`src/rtl/pcs25g_ebuf_pkg.sv`:
```
// pcs25g_ebuf_pkg: shared depth/width constants, controller states and Gray pointer helpers
package pcs25g_ebuf_pkg;
  localparam int EBUF_DEPTH = 16;
  localparam int PTR_W = 5;
  typedef enum logic [1:0] {IDLE, PRIME, RUN, RESYNC} ebuf_state_e;
  function automatic logic [PTR_W-1:0] bin2gray(input logic [PTR_W-1:0] b);
    return b ^ (b >> 1);
  endfunction
  function automatic logic [PTR_W-1:0] gray2bin(input logic [PTR_W-1:0] g);
    logic [PTR_W-1:0] b;
    b[PTR_W-1] = g[PTR_W-1];
    for (int i = PTR_W - 2; i >= 0; i--) b[i] = b[i+1] ^ g[i];
    return b;
  endfunction
endpackage

```
`src/rtl/gray_ptr_dec.sv`:
```
// gray_ptr_dec: combinational reflected-Gray to binary pointer decoder
module gray_ptr_dec
  import pcs25g_ebuf_pkg::*;
(
  input  logic [PTR_W-1:0] i_gray,
  output logic [PTR_W-1:0] o_bin
);
  assign o_bin = gray2bin(i_gray);
endmodule

```
`src/rtl/gray_wptr_ctrl.sv`:
```
// gray_wptr_ctrl: elastic-buffer write pointer/prime/recovery controller; GRAY_WPTR_AFULL_EN adds afull
module gray_wptr_ctrl
  import pcs25g_ebuf_pkg::*;
#(
  parameter int PRIME_LVL  = 8,
  parameter int RESYNC_CYC = 4,
  parameter int AFULL_LVL  = 14
) (
  input  logic             clk,
  input  logic             reset,
  input  logic             lock,
  input  logic             wr_req,
  output logic             wr_ready,
  output logic             wr_en,
  output logic [3:0]       waddr,
  output logic [PTR_W-1:0] wgray,
  input  logic [PTR_W-1:0] rgray_sync,
  output logic             full,
  output logic [PTR_W-1:0] level,
  output logic             rd_start,
  output logic             buf_clr,
`ifdef GRAY_WPTR_AFULL_EN
  output logic             afull,
`endif
  output logic             ovf_err
);
  localparam logic [PTR_W-1:0] LP_PRIME = PTR_W'(PRIME_LVL);
  localparam logic [PTR_W-1:0] LP_FULL  = PTR_W'(EBUF_DEPTH);
  localparam logic [3:0]       LP_CNT   = 4'(RESYNC_CYC - 1);
  ebuf_state_e      r_state, w_nxt;
  logic [PTR_W-1:0] r_wbin, w_wbin_nxt, r_wgray, w_rbin, w_diff;
  logic [3:0]       r_cnt;
  logic             r_rd_start, r_ovf, w_act, w_ovf_ev;

  gray_ptr_dec u_rdec (.i_gray(rgray_sync), .o_bin(w_rbin));

  // a difference with the wrap bit set means 16 or more entries: clamp and call it full
  assign w_diff   = r_wbin - w_rbin;
  assign level    = w_diff[PTR_W-1] ? LP_FULL : w_diff;
  assign full     = (r_wgray == {~rgray_sync[4:3], rgray_sync[2:0]}) || w_diff[PTR_W-1];
  assign w_act    = (r_state == PRIME) || (r_state == RUN);
  assign w_ovf_ev = (r_state == RUN) && wr_req && full;

  always_ff @(posedge clk) r_state <= reset ? IDLE : w_nxt;

  always_comb begin
    w_nxt = r_state;
    case (r_state)
      IDLE:    w_nxt = lock ? PRIME : IDLE;
      PRIME:   w_nxt = !lock ? RESYNC : (level >= LP_PRIME) ? RUN : PRIME;
      RUN:     w_nxt = (!lock || w_ovf_ev) ? RESYNC : RUN;
      RESYNC:  w_nxt = (r_cnt == 4'd0) ? IDLE : RESYNC;
      default: w_nxt = IDLE;
    endcase
  end

  always_comb begin
    wr_ready = w_act && !full;
    wr_en    = wr_req && wr_ready;
    buf_clr  = r_state == RESYNC;
  end

  assign w_wbin_nxt = ((w_nxt == IDLE) || (w_nxt == RESYNC)) ? '0 : r_wbin + PTR_W'(wr_en);

  always_ff @(posedge clk) begin
    if (reset) begin
      r_wbin     <= '0;
      r_wgray    <= '0;
      r_cnt      <= '0;
      r_rd_start <= 1'b0;
      r_ovf      <= 1'b0;
    end else begin
      r_wbin     <= w_wbin_nxt;
      r_wgray    <= bin2gray(w_wbin_nxt);
      r_cnt      <= (r_state != RESYNC) ? LP_CNT : r_cnt - 4'd1;
      r_rd_start <= w_nxt == RUN;
      r_ovf      <= r_ovf || w_ovf_ev;
    end
  end

  assign waddr    = r_wbin[3:0];
  assign wgray    = r_wgray;
  assign rd_start = r_rd_start;
  assign ovf_err  = r_ovf;

`ifdef GRAY_WPTR_AFULL_EN
  localparam logic [PTR_W-1:0] LP_AFULL = PTR_W'(AFULL_LVL);
  logic r_afull;
  always_ff @(posedge clk) r_afull <= !reset && ((w_nxt == PRIME) || (w_nxt == RUN)) && (level >= LP_AFULL);
  assign afull = r_afull;
`endif
endmodule

```
`config.mk`:
```
export PLATFORM = sky130hd
export DESIGN_NAME = gray_wptr_ctrl
export DESIGN_NICKNAME = d
export VERILOG_FILES = /design/src/rtl/pcs25g_ebuf_pkg.sv /design/src/rtl/gray_ptr_dec.sv /design/src/rtl/gray_wptr_ctrl.sv
export SDC_FILE = /design/constraint.sdc
export NUM_CORES = 1
export LEC_CHECK = 0
export ABC_CLOCK_PERIOD_IN_PS = 4400
export CAP_MARGIN = 30
export CORE_MARGIN = 3
export CORE_UTILIZATION = 33
export DETAILED_ROUTE_END_ITERATION = 7
export GPL_TIMING_DRIVEN = 0
export SLEW_MARGIN = 15
export SYNTH_ARGS = -nofsm -noshare
export SYNTH_HDL_FRONTEND = slang
export SYNTH_SLANG_ARGS = --single-unit
```
`constraint.sdc`:
```
create_clock -name clk -period 4.4 [get_ports clk]
set_input_delay 0.88 -clock clk [delete_from_list [all_inputs] [get_ports clk]]
set_output_delay 0.88 -clock clk [all_outputs]
set_load 0.02 [all_outputs]
```
* Word-level counts from Yosys, hierarchy flattened *
Cells that the tools add are included.

word-level totals
  latch bits = 0
  memory bits (read-only) = 0
  bits of input ports = 9
  bits in writable memories = 0
  memories kept = 0
  register bits after elaboration = 18
  logic and storage cells = 48
  output and inout bits = 20

cells by class
  multipliers = 0
  eq/ne operators = 7
  shift-type cells = 0
  divide/modulo/power cells = 0
  magnitude comparators = 1
  bitwise logic cells = 6
  $add $sub $neg = 3
  reduce and logical (&&, ||, !) cells = 15
  mux-type cells = 9

operators by type and width
  kind                   count
  $mux W5                2
  $eq A2 B2 Y1 const B   4
  $mux W2                4
  $pmux W2 S4            1
  $add A5 B1 Y5          1
  $eq A5 B5 Y1           1
  $ge A5 B4 Y1 const B   1
  $logic_or A1 B1 Y1     5
  $sub A5 B5 Y5          1
  $xor A5 B4 Y5          1
  $logic_and A1 B1 Y1    4
  $logic_not A2 Y1       2
  $logic_not A4 Y1       1
  $sub A4 B1 Y4 const B  1
  $xor A1 B1 Y1          4
  $eq A2 B1 Y1 const B   1
  $logic_not A1 Y1       2
  $mux W1                2
  $ne A2 B2 Y1 const B   1
  $not A2 Y2             1
  $reduce_or A2 Y1       1

* Logic depth before layout (Yosys ltp) *
  word-level depth = 14
  gate-level depth with buffers = 18
  depth with buffers taken out = 18

* By module *
A second synthesis with hierarchy kept.

second synthesis, totals
  cell total of the unflattened synthesis = 129
  area total of the unflattened synthesis = 1187.4 µm²

by module, submodules not included
  module          area an instance (µm²)  cells each  sequential area each (µm²)  times used
  gray_wptr_ctrl  1114.8                  123         340.3                       1
  gray_ptr_dec    72.6                    6           0.0                         1

* Worst setup path before layout *
OpenSTA, ideal clock, no wires.

  kind = input port to flip-flop
  start point = input port rgray_sync[3]
  end point = register r_wgray[3] (netlist: wgray[3])
  required time = 4.272 ns
  arrival time = 4.509 ns
  path buffers = 0
  setup time = 0.128 ns
  stages on the path = 18
  path slack = -0.237 ns
  path through = xnor2_1 xor2_2 xor2_2 xnor2_1 ha_1 fa_1 nand2b_1 o2bb2ai_2 mux2i_1 nor2b_1 and2_1 ha_1 ha_1 nand3_1 xor2_1 nor2_1 xnor2_1 nor2_1

on the way
  elaborated cells on any way between the ends = 25
  those cells by class = add/sub (2); order compare (1); eq/ne (2); mux (6); bitwise (6); reduce/logical (8)

RTL lines
  what                         line                   source
  start: declaration           gray_wptr_ctrl.sv:17   input logic [PTR_W-1:0] rgray_sync,
  $xor A1 B1 Y1 (4 in series)  pcs25g_ebuf_pkg.sv:12  for (int i = PTR_W - 2; i >= 0; i--) b[i] = b[i+1] ^ g[i];
  $sub A5 B5 Y5                gray_wptr_ctrl.sv:38   assign w_diff = r_wbin - w_rbin;
  $logic_or A1 B1 Y1 *         gray_wptr_ctrl.sv:40   assign full = (r_wgray == {~rgray_sync[4:3], rgray_sync[2:0]}) || w_diff[PTR_W-1];
  named net full               gray_wptr_ctrl.sv:18   output logic full,
  $logic_not A1 Y1 *           gray_wptr_ctrl.sv:58   wr_ready = w_act && !full;
  $logic_and A1 B1 Y1 *        gray_wptr_ctrl.sv:58
  named net wr_ready           gray_wptr_ctrl.sv:13   output logic wr_ready,
  $logic_and A1 B1 Y1 *        gray_wptr_ctrl.sv:59   wr_en = wr_req && wr_ready;
  named net wr_en              gray_wptr_ctrl.sv:14   output logic wr_en,
  $add A5 B1 Y5 *              gray_wptr_ctrl.sv:63   assign w_wbin_nxt = ((w_nxt == IDLE) || (w_nxt == RESYNC)) ? '0 : r_wbin + PTR_W'(wr_en);
  $mux W5 *                    gray_wptr_ctrl.sv:63
  $xor A5 B4 Y5 *              pcs25g_ebuf_pkg.sv:7   return b ^ (b >> 1);
  end signal: assignment       gray_wptr_ctrl.sv:74   r_wgray <= bin2gray(w_wbin_nxt);
  end: declaration             gray_wptr_ctrl.sv:31   logic [PTR_W-1:0] r_wbin, w_wbin_nxt, r_wgray, w_rbin, w_diff;

The timed path passes the listed nets; every way through them passes the cells marked *.
A chain may end at the register's enable or synchronous reset.

* Final worst setup path *
  start point = input port rgray_sync[3]
  end point = output port wr_en

on the way
  longest elaborated chain between the ends = 9
  elaborated cells on any way between the ends = 11
  those cells by class = add/sub (1); eq/ne (1); bitwise (5); reduce/logical (4)

ends and longest elaborated chain
  what                         line
  $xor A1 B1 Y1 (4 in series)  pcs25g_ebuf_pkg.sv:12
  $sub A5 B5 Y5                gray_wptr_ctrl.sv:38
  $logic_or A1 B1 Y1 *         gray_wptr_ctrl.sv:40
  $logic_not A1 Y1 *           gray_wptr_ctrl.sv:58
  $logic_and A1 B1 Y1 *        gray_wptr_ctrl.sv:58
  $logic_and A1 B1 Y1 *        gray_wptr_ctrl.sv:59
  end: declaration             gray_wptr_ctrl.sv:14

Every way passes the cells marked *; elsewhere a longest branch is shown, timed or not.

==> results.md <==
* Core area at about 2900 um^2
* H-Tree Depth at 1
* Crit end category: output pin
* Largest net degree at the start of global routing at 11
* Worst R2R Path Depth at 12
* Reg-to-Reg End: wgray[2]$_SDFF_PP0_
* Fin. Hold Viols at 0
* CTS tree: done
* Die Y at approximately 63 um
* Critical path class: primary input to output pin
* Synth unique cells at 30
* Worst vdd ir at approximately 0.16 mV
* Worst reg-to-reg setup slack at 1430 ps
* Clock root cell: clkbuf_4
* Starting Density at between 30% and 40%
* Grt ovf at 0
* IO buf count at 28
* CTS Buf Count at 3
* Clock sinks at 17
* Status: complete, no violations
* Routed via count at roughly 870
* Antenna-violating nets left at 0
* Max clock buf depth at 2
* Dpl hpwl at between 1.5 and 2 mm
* HP Start: r_cnt[0]$_SDFF_PP0_
* Slew @ Worst Pin at roughly 440 ps
* Layout area overhead at 40.05%
* Vias in the first global route at a little under 900
* Min Tclk post-route at ~4200 ps
* Final #Nets at around 170
* Yosys warning total at 0
* Final worst-path cycle share at between 90% and 100%
* Global-route wire length before repair at 3.946 mm
* Hold buffer count at cts at 0
* DRC viols at 0
* Synth Instances at about 110
* PwrDens at roughly 270 nW/um^2
* Ports at 29
* Syn_area_per_cell at about 9.4 um^2
* Max-slew headroom at 70.58%
* Leakage at roughly 0.62 nW
* Avg WL per Cell at around 12 um
* Sequential share of the synthesized area at roughly a third
* Post-Syn Area at between 1000 and 1500 um^2
* Worst EP required at around 3500 ps
* Antenna violations before repair at 0
* ANT cells at 0
* Fin cells at 191
* Worst-Skew Late Latency at ~280 ps
* Total power at roughly 0.00040 W
* Critical path fanouts, max at 4
* Chip Width at roughly 63 um
* Multi-input logic area at about 740 um^2
* Max Slew Vio Count at 0
* Layout cell share with drive strength beyond 1 at 20.81%
* Hold Path Class: flop to flop
* Final setup fails at 0
* CP arrival at 3340 ps
* Hold Path Depth at 1
* Max Fclk at around 0.24 GHz
* FP Rows at 19
* Skew final at 4.152 ps
* Type of origin of the critical path: primary input
* Vias per Instance at 4.571
* Yosys reg bits at 17
* Gpl congestion at 0.7276
* FF+latch area at approximately 340 um^2
* Drt first pass iters at 4
* Unrepaired setup endpoints after global routing: false
* Placed cell count at roughly 180
* Synth Net Count at about 140
* Iter 0 DRT Violations at 18
* Maxcap violations at 0
* Final wirelength at 2.252 mm
* Filler cell count at 286
* RR Startpoint: r_wbin[0]$_SDFF_PP0_
* Hold Crit Endpoint: r_cnt[0]$_SDFF_PP0_
* All-Layer GR Usage at 12.35%
* DIE AREA at 3936 um^2
* Clock slew at reported path FFs at approximately 100 ps
## sequential cells by signal, indices dropped and copies added, names as in the netlist
register  cells
ovf_err       1
r_cnt         4
r_state       2
r_wbin        5
rd_start      1
wgray         4
## cell usage after synthesis, drive strengths merged
cell	instances	share of area [%]
nor3b	3	2.1
inv	9	3.2
a41oi	1	1.5
mux2i	1	0.94
nor2	13	4.6
nor2b	3	1.8
xor2	8	8.0
or2b	1	0.71
o31ai	1	0.71
a211o	1	0.94
a21oi	6	2.8
o2bb2ai	1	1.4
a31o	1	0.82
nor3	6	2.8
o21ai	2	0.94
nand3	2	0.94
nand2	3	1.1
clkbuf	2	0.71
ha	12	14
and2	1	0.59
fa	1	1.9
dfxtp	17	32
or2	1	0.59
nand2b	2	1.2
xnor2	12	11
o211a	1	0.94
a211oi	1	0.71
a31oi	1	0.59
## layer usage
layer	track usage [%]	part of all wire [%]
met1	15.55	49
met4	6.612	1.9
met3	2.338	3.7
met5	0	0
met2	19.84	46
## placed cells by master, fill, tap and decap left out, types with 3 or more instances in the layout
cell and instances:
buf_4 6, nand2_1 3, dfxtp_1 17, inv_1 9, ha_1 11, clkdlybuf4s50_1 17
nor3_1 6, xor2_1 6, a21oi_1 6, buf_2 4, nor2_1 13, nor3b_1 3
clkbuf_4 3, xnor2_1 9
## layout make-up
class	instances	share of cell area [%]
sequential	17	22.88
buffer	1	0.2523
inverter	9	2.271
timing repair buffer	33	19.43
tap	42	3.532
clock buffer	4	1.766
multi-input combinational	85	49.87
## where the power goes
group | switching [W] | internal (W)
Combinational | 0.0000850 | 0.0000749
Sequential | 0.00000280 | 0.000158
Clock | 0.0000464 | 0.0000352
Total | 0.000134 | 0.000268
## worst max-delay path by stage
stage	start	endpoint	slack, ps	cells after the start
global placement	rgray_sync[4]	wr_en	-900	13
global route	rgray_sync[3]	wr_en	30	13
finish	rgray_sync[3]	wr_en	180	13
CTS	rgray_sync[4]	wr_en	30	13
detailed placement	rgray_sync[4]	wr_en	-880	13
floorplan	rgray_sync[3]	wgray[3]$_SDFF_PP0_	10	18
## worst max-delay path: stages
cell and delay, ps:
clkbuf_2 110, xnor2_2 220, xor2_2 220, xor2_2 220
xnor2_1 110, ha_2 210, fa_2 370, nand2b_4 160
o2bb2ai_4 170, mux2i_4 220, nor2b_2 150, and2_4 160
buf_4 130
## logic make-up after synthesis
| kind of cell | share of synthesized area, % |
|---|---|
| and+or+nand+nor | 16.37 |
| xor gates and xnor gates | 19.32 |
| DFF | 32.04 |
| AOI/OAI and AO/OA | 11.43 |
| adders and majority gates | 16.02 |
| buffers and inverters | 3.887 |
| muxes | 0.9423 |
## stage by stage
step | setup TNS [ps] | setup slack [ps] | util [%] | area (um^2) | hold WS (ps)
after floorplan | 0 | 13.12 | - | 1077 | 435.6
after global routing | 0 | 27.32 | 51.29 | 1488 | 530.9
after global placement | -9524 | -900.4 | 48.62 | 1410 | 449.2
after detailed placement | -9743 | -884.5 | 48.62 | 1410 | 452.8
final | 0 | 184.6 | 51.29 | 1488 | 466.0
after CTS | 0 | 25.61 | 49.91 | 1448 | 467.2
## timing repair
| item | 4_1_cts | 5_1_grt |
|---|---|---|
| endpoints found under the setup margin | 17 | 10 |
| endpoints found under the hold margin | 0 | 0 |
| pin swaps | 4 | 6 |
| gates resized for setup | 33 | 9 |
| buffers inserted | 3 | 2 |
(Power assumes the default switching activity.)
